--- config.mk ---
export PLATFORM = sky130hd
export DESIGN_NAME = dmem_responder
export DESIGN_NICKNAME = d
export VERILOG_FILES = /design/src/rtl/dmem_responder.sv
export SDC_FILE = /design/constraint.sdc
export NUM_CORES = 1
export LEC_CHECK = 0
export CORE_MARGIN = 2
export CORE_UTILIZATION = 45
export CTS_BUF_LIST = sky130_fd_sc_hd__clkbuf_4 sky130_fd_sc_hd__clkbuf_8
export CTS_CLUSTER_SIZE = 28
export DETAILED_ROUTE_END_ITERATION = 8
export DONT_BUFFER_PORTS = 1
export PLACE_DENSITY = 0.62
export SLEW_MARGIN = 20
export SYNTH_ARGS = -nofsm -noshare
export SYNTH_HDL_FRONTEND = slang
export SYNTH_SLANG_ARGS = --single-unit
--- constraint.sdc ---
create_clock -name clk -period 2.19 [get_ports clk]
set_input_delay 0.219 -clock clk [delete_from_list [all_inputs] [get_ports clk]]
set_output_delay 0.219 -clock clk [all_outputs]
set_load 0.01 [all_outputs]
--- src/rtl/dmem_responder.sv ---
// dmem_responder: M-stage data-memory responder.
// Captures one CPU load/store, issues a word request with byte mask to a
// variable-latency memory, stalls the pipeline until the access completes,
// and returns the sign/zero-extended load result.
//
// state  | meaning
// -------+-----------------------------------------------------------
// S_IDLE | waiting for a CPU access; accepted access latched here
// S_REQ  | mem_req_valid high, fields frozen until mem_req_ready
// S_WAIT | waiting for mem_resp_valid, timeout counter running
// S_DONE | access finished, stall released, CPU ports ignored
module dmem_responder #(
  parameter int unsigned TIMEOUT_CYCLES = 255
) (
  input  logic        clk,
  input  logic        reset,
  input  logic        cpu_we,
  input  logic        cpu_re,
  input  logic [31:0] cpu_addr,
  input  logic [31:0] cpu_wdata,
  input  logic [1:0]  st_size,
  input  logic [2:0]  ld_size,
  output logic        stall,
  output logic [31:0] cpu_rdata,
  output logic        err,
  output logic        mem_req_valid,
  input  logic        mem_req_ready,
  output logic        mem_req_rw,
  output logic [29:0] mem_req_addr,
  output logic [31:0] mem_req_data,
  output logic [3:0]  mem_req_mask,
  input  logic        mem_resp_valid,
  input  logic [31:0] mem_resp_data
);

  typedef enum logic [1:0] {
    S_IDLE = 2'd0,
    S_REQ  = 2'd1,
    S_WAIT = 2'd2,
    S_DONE = 2'd3
  } state_t;

  localparam logic [7:0] CNT_LAST = 8'(TIMEOUT_CYCLES - 1);

  state_t      state;
  logic [7:0]  cnt;
  logic [1:0]  off_q;
  logic [2:0]  ld_size_q;

  logic        st_ok;
  logic        ld_ok;
  logic        accept;
  logic        bad;
  logic [3:0]  st_mask;
  logic [31:0] st_data;
  logic [7:0]  rd_byte;
  logic [15:0] rd_half;
  logic [31:0] ld_result;

  // request qualification: a store wins over a simultaneous load
  always_comb begin
    st_ok  = (st_size != 2'b11);
    ld_ok  = (ld_size == 3'b000) || (ld_size == 3'b001) || (ld_size == 3'b010) ||
             (ld_size == 3'b100) || (ld_size == 3'b101);
    accept = cpu_we ? st_ok : (cpu_re & ld_ok);
    bad    = (cpu_we & cpu_re) | (cpu_we & ~st_ok) | (~cpu_we & cpu_re & ~ld_ok);
  end

  // store lane steering: replicate data, position the byte enables
  always_comb begin
    st_mask = 4'b1111;
    st_data = cpu_wdata;
    case (st_size)
      2'b00: begin
        st_mask = 4'b0001 << cpu_addr[1:0];
        st_data = {4{cpu_wdata[7:0]}};
      end
      2'b01: begin
        st_mask = 4'b0011 << {cpu_addr[1], 1'b0};
        st_data = {2{cpu_wdata[15:0]}};
      end
      default: begin
        st_mask = 4'b1111;
        st_data = cpu_wdata;
      end
    endcase
  end

  // load extraction from the returned word using the latched offset/size
  always_comb begin
    rd_half = off_q[1] ? mem_resp_data[31:16] : mem_resp_data[15:0];
    case (off_q)
      2'd0:    rd_byte = mem_resp_data[7:0];
      2'd1:    rd_byte = mem_resp_data[15:8];
      2'd2:    rd_byte = mem_resp_data[23:16];
      default: rd_byte = mem_resp_data[31:24];
    endcase
    case (ld_size_q)
      3'b000:  ld_result = {{24{rd_byte[7]}}, rd_byte};
      3'b001:  ld_result = {{16{rd_half[15]}}, rd_half};
      3'b010:  ld_result = mem_resp_data;
      3'b100:  ld_result = {24'd0, rd_byte};
      3'b101:  ld_result = {16'd0, rd_half};
      default: ld_result = 32'd0;
    endcase
  end

  // pipeline freeze; forced low while reset is held so the pipe drops at once
  always_comb begin
    stall = 1'b0;
    if (reset) begin
      case (state)
        S_IDLE:  stall = accept;
        S_REQ:   stall = 1'b1;
        S_WAIT:  stall = 1'b1;
        default: stall = 1'b0;
      endcase
    end
  end

  // access sequencer with registered request, result and error outputs
  always_ff @(posedge clk or negedge reset) begin
    if (!reset) begin
      state         <= S_IDLE;
      cnt           <= 8'd0;
      off_q         <= 2'd0;
      ld_size_q     <= 3'd0;
      cpu_rdata     <= 32'd0;
      err           <= 1'b0;
      mem_req_valid <= 1'b0;
      mem_req_rw    <= 1'b0;
      mem_req_addr  <= 30'd0;
      mem_req_data  <= 32'd0;
      mem_req_mask  <= 4'd0;
    end else begin
      err <= 1'b0;
      case (state)
        S_IDLE: begin
          err <= bad;
          if (accept) begin
            mem_req_valid <= 1'b1;
            mem_req_rw    <= cpu_we;
            mem_req_addr  <= cpu_addr[31:2];
            mem_req_data  <= cpu_we ? st_data : 32'd0;
            mem_req_mask  <= cpu_we ? st_mask : 4'd0;
            off_q         <= cpu_addr[1:0];
            ld_size_q     <= ld_size;
            state         <= S_REQ;
          end
        end
        S_REQ: begin
          if (mem_req_ready) begin
            mem_req_valid <= 1'b0;
            cnt           <= 8'd0;
            state         <= S_WAIT;
          end
        end
        S_WAIT: begin
          if (mem_resp_valid) begin
            if (!mem_req_rw) cpu_rdata <= ld_result;
            state <= S_DONE;
          end else if (cnt == CNT_LAST) begin
            if (!mem_req_rw) cpu_rdata <= 32'd0;
            err   <= 1'b1;
            state <= S_DONE;
          end else begin
            cnt <= cnt + 8'd1;
          end
        end
        default: state <= S_IDLE;
      endcase
    end
  end

endmodule

==> results.sh <==
export IMPL_area_growth_pct=20.7
export IMPL_seqPwrFrac_pct=46.9
export IMPL_async_reset_ff_share_pct=100
export IMPL_drt_wl_total_mm=15.3
export IMPL_cts_buffer_depth=2
export IMPL_finalCritPeriodShare_pct=88.8
export IMPL_violations="negative hold slack"
export IMPL_p_leak_uw=0.00316
export IMPL_synthFlopType="dfrtp_1"
export IMPL_num_vias=4354
export IMPL_fp_dieW_um=117
export IMPL_groute_usage_overall_pct=22.8
export IMPL_worst_pin_slew_ns=0.686
export IMPL_cpLargestDelayFamily="compound AO/OA/AOI/OAI gates"
export IMPL_wire_per_inst_um=20.8
export IMPL_start_util_pct=45.9
export IMPL_crit_required_ns=2.55
export IMPL_reg2reg_slack_ns=0.25
export IMPL_relSlewSlack_pct=54.2
export IMPL_nFillCells=1103
export IMPL_ys_ff_latch=116
export IMPL_crit_slowest_cell="dfrtp_1"
export IMPL_crit_type="reg2reg"
export IMPL_drive_above_1_share_pct=9.75
export IMPL_grt_max_degree=118
export IMPL_synth_distinct_cells=54
export IMPL_min_path_type="in2async"
export IMPL_rows=41
export IMPL_drt_iter0_markers=268
export IMPL_synth_fp_nets=608
export IMPL_most_common_layout_cells="dfrtp_1, dlygate4sd3_1, mux2_1, mux2i_1, nand2_1"
export IMPL_power_share_clock_pct=24.7
export IMPL_path_cells="inv_1 > ha_1 > nor2b_1 > o21ai_1 > a211oi_1 > mux2i_1"
export IMPL_finClkSkew_ns=0.0123
export IMPL_cts_tree="done"
export IMPL_post_dp_cell_area_um2=5890
export IMPL_irDropWorstVdd_v=0.000541
export IMPL_pwr_share_comb_pct=28.4
export IMPL_root_buffer="clkbuf_8"
export IMPL_critPathMaxFanout=8
export IMPL_ant_nets=0
export IMPL_worst_setup_path_start_kind="register"
export IMPL_crit_path_end_kind="register"
export IMPL_drc_errors=0
export IMPL_htreeDepth=4
export IMPL_p_per_area_nw_per_um2=1320
export IMPL_finalSetupViolCount=0
export IMPL_clk_pin_slew_ns=0.07
export IMPL_antenna_found_initial=0
export IMPL_synth_edf_count=0
export IMPL_place_hpwl_mm=10.0
export IMPL_gp_routability_congestion=0.794
export IMPL_worst_path_buf_inv=1
export IMPL_hold_slack_ns=-0.534
export IMPL_grt_first_pass_wirelength_mm=24.9
export IMPL_fmax_mhz=514
export IMPL_ios=209
export IMPL_critical_path_max_stage_delay_ns=0.41
export IMPL_cts_buffers_inserted=17
export IMPL_final_hold_violation_count=116
export IMPL_switching_share_pct=36.2
export IMPL_cts_setup_buffers=0
export IMPL_nets=664
export IMPL_fin_util_pct=55.4
export IMPL_p_int_uw=5910
export IMPL_core_area_um2=12600
export IMPL_dieArea_um2=13800
export IMPL_cp_arrival_ns=2.31
export IMPL_grt_setup_unrepaired="no"
export IMPL_clk_latency_ns=0.44
export IMPL_p_total_uw=9250
export IMPL_synth_area_um2=5790
export IMPL_synth_area_per_cell_um2=11.7
export IMPL_die_h_um=117
export IMPL_grt_overflow=0
export IMPL_cts_sinks=116
export IMPL_hold_buffers=63
export IMPL_drv_slew=0
export IMPL_r2r_start="state[0]"
export IMPL_status="finished with violations"
export IMPL_dr_pass1_iters=4
export IMPL_vias_per_cell=5.92
export IMPL_final_setup_tns_ns=0
export IMPL_netlist_instances=495
export IMPL_diodes=0
export IMPL_io_buffer_count=0
export IMPL_ys_warn_count=0
export IMPL_grt_pass1_vias=4494
export IMPL_rr_worst_depth=6
export IMPL_switching_power_uw=3350
export IMPL_r2r_end="cnt[5]"
export IMPL_final_common_cell="dfrtp_1"
export IMPL_period_needed_ns=1.94
export IMPL_postLayoutCellArea_um2=6990
export IMPL_synth_seq_area_share_pct=50.1
export IMPL_maxCapViolations=0
## layer usage
| layer | part of all wire, % | vias up | track usage (%) |
|---|---|---|---|
| met4 | 2.1 | 0 | 9.11 |
| met1 | 39 | 2195 | 26.3 |
| met2 | 50 | 182 | 37.7 |
| met5 | 0 | - | 0 |
| li1 | - | 1950 | - |
| met3 | 9.4 | 27 | 9.64 |
## cell type report
| type | count | area (um^2) | share of cell area (%) |
|---|---|---|---|
| well taps | 172 | 215 | 3.08 |
| multi-input cells | 333 | 2660 | 38.0 |
| flip-flops and latches | 116 | 2900 | 41.5 |
| clock buffers | 24 | 318 | 4.54 |
| repair buffers | 73 | 718 | 10.3 |
| inverters | 10 | 37.5 | 0.537 |
| clock inverters | 8 | 145 | 2.08 |
## worst reg2reg max path, delay by kind of cell (launching register included)
kind                       cells  cell delay, ns
buffers and inverters          1            0.10
adders and majority gates      1            0.30
and+or+nand+nor                1            0.24
DFF                            1            0.41
muxes                          1            0.21
AOI/OAI and AO/OA              2            0.60
## synthesized netlist by cell type, types with 7 or more instances
cell,number,area (um^2)
a21o_1,8,60.1
o21ai_0,9,45.0
a22oi_1,7,52.6
buf_2,11,55.1
o2bb2ai_1,14,123
a22o_1,17,149
and4_1,8,70.1
mux2_1,57,642
buf_4,9,67.6
mux2i_1,39,390
nor2_1,26,97.6
clkbuf_1,12,45.0
a221o_1,16,160
nand2_1,33,124
dfrtp_1,116,2900
nand2b_1,11,68.8
o211ai_1,15,113
a21oi_1,20,100
inv_1,10,37.5
## per-stage QoR
step           std cells  setup WS (ns)  hold WS (ns)
2_1_floorplan        495          0.322       -0.0766
3_3_place_gp         641          0.246       -0.0740
3_5_place_dp         641          0.145       -0.0739
4_1_cts              736          0.140        -0.564
5_1_grt              736         0.0934        -0.574
6_report             736          0.245        -0.534
## logic make-up (layout without fill, tap and decap cells)
logic type	count (synthesis)	in the layout	synth area share (%)
adders and majority gates	6	6	1.30
DFF	116	116	50.1
muxes	98	98	18.5
AOI/OAI and AO/OA	126	126	16.6
buffers and inverters	46	115	4.21
and+or+nand+nor	103	103	9.29
## sequential cells by signal, summed over array words and instances, names as in the netlist
register	count
cpu_rdata	32
mem_req_data	32
mem_req_addr	30
cnt	8
mem_req_mask	4
ld_size_q	3
off_q	2
state	2
err	1
mem_req_rw	1
mem_req_valid	1
## power groups by stage
| stage | clock network, uW | logic, uW | registers [uW] |
|---|---|---|---|
| after global routing | 2440 | 2920 | 4460 |
| after detailed placement | 0 | 2530 | 4360 |
| final | 2290 | 2620 | 4340 |
| after CTS | 2330 | 2630 | 4340 |
| after floorplan | 0 | 2200 | 4020 |
| after global placement | 0 | 2420 | 4340 |
## worst max-delay path by stage
stage | start | endpoint | depth (start not counted)
after detailed placement | ld_size_q[1] | cpu_rdata[23] | 3
after global routing | state[0] | cnt[5] | 6
final | state[0] | cnt[5] | 6
after CTS | ld_size_q[1] | cpu_rdata[27] | 3
after global placement | ld_size_q[1] | cpu_rdata[24] | 3
after floorplan | state[0] | cpu_rdata[16] | 9
## timing repair
item	4_1_cts	5_1_grt
hold endpoints to repair	180	116
resized for setup	0	1
endpoints found under the setup margin	0	18
Note: power is estimated with default switching activity, not from simulation.
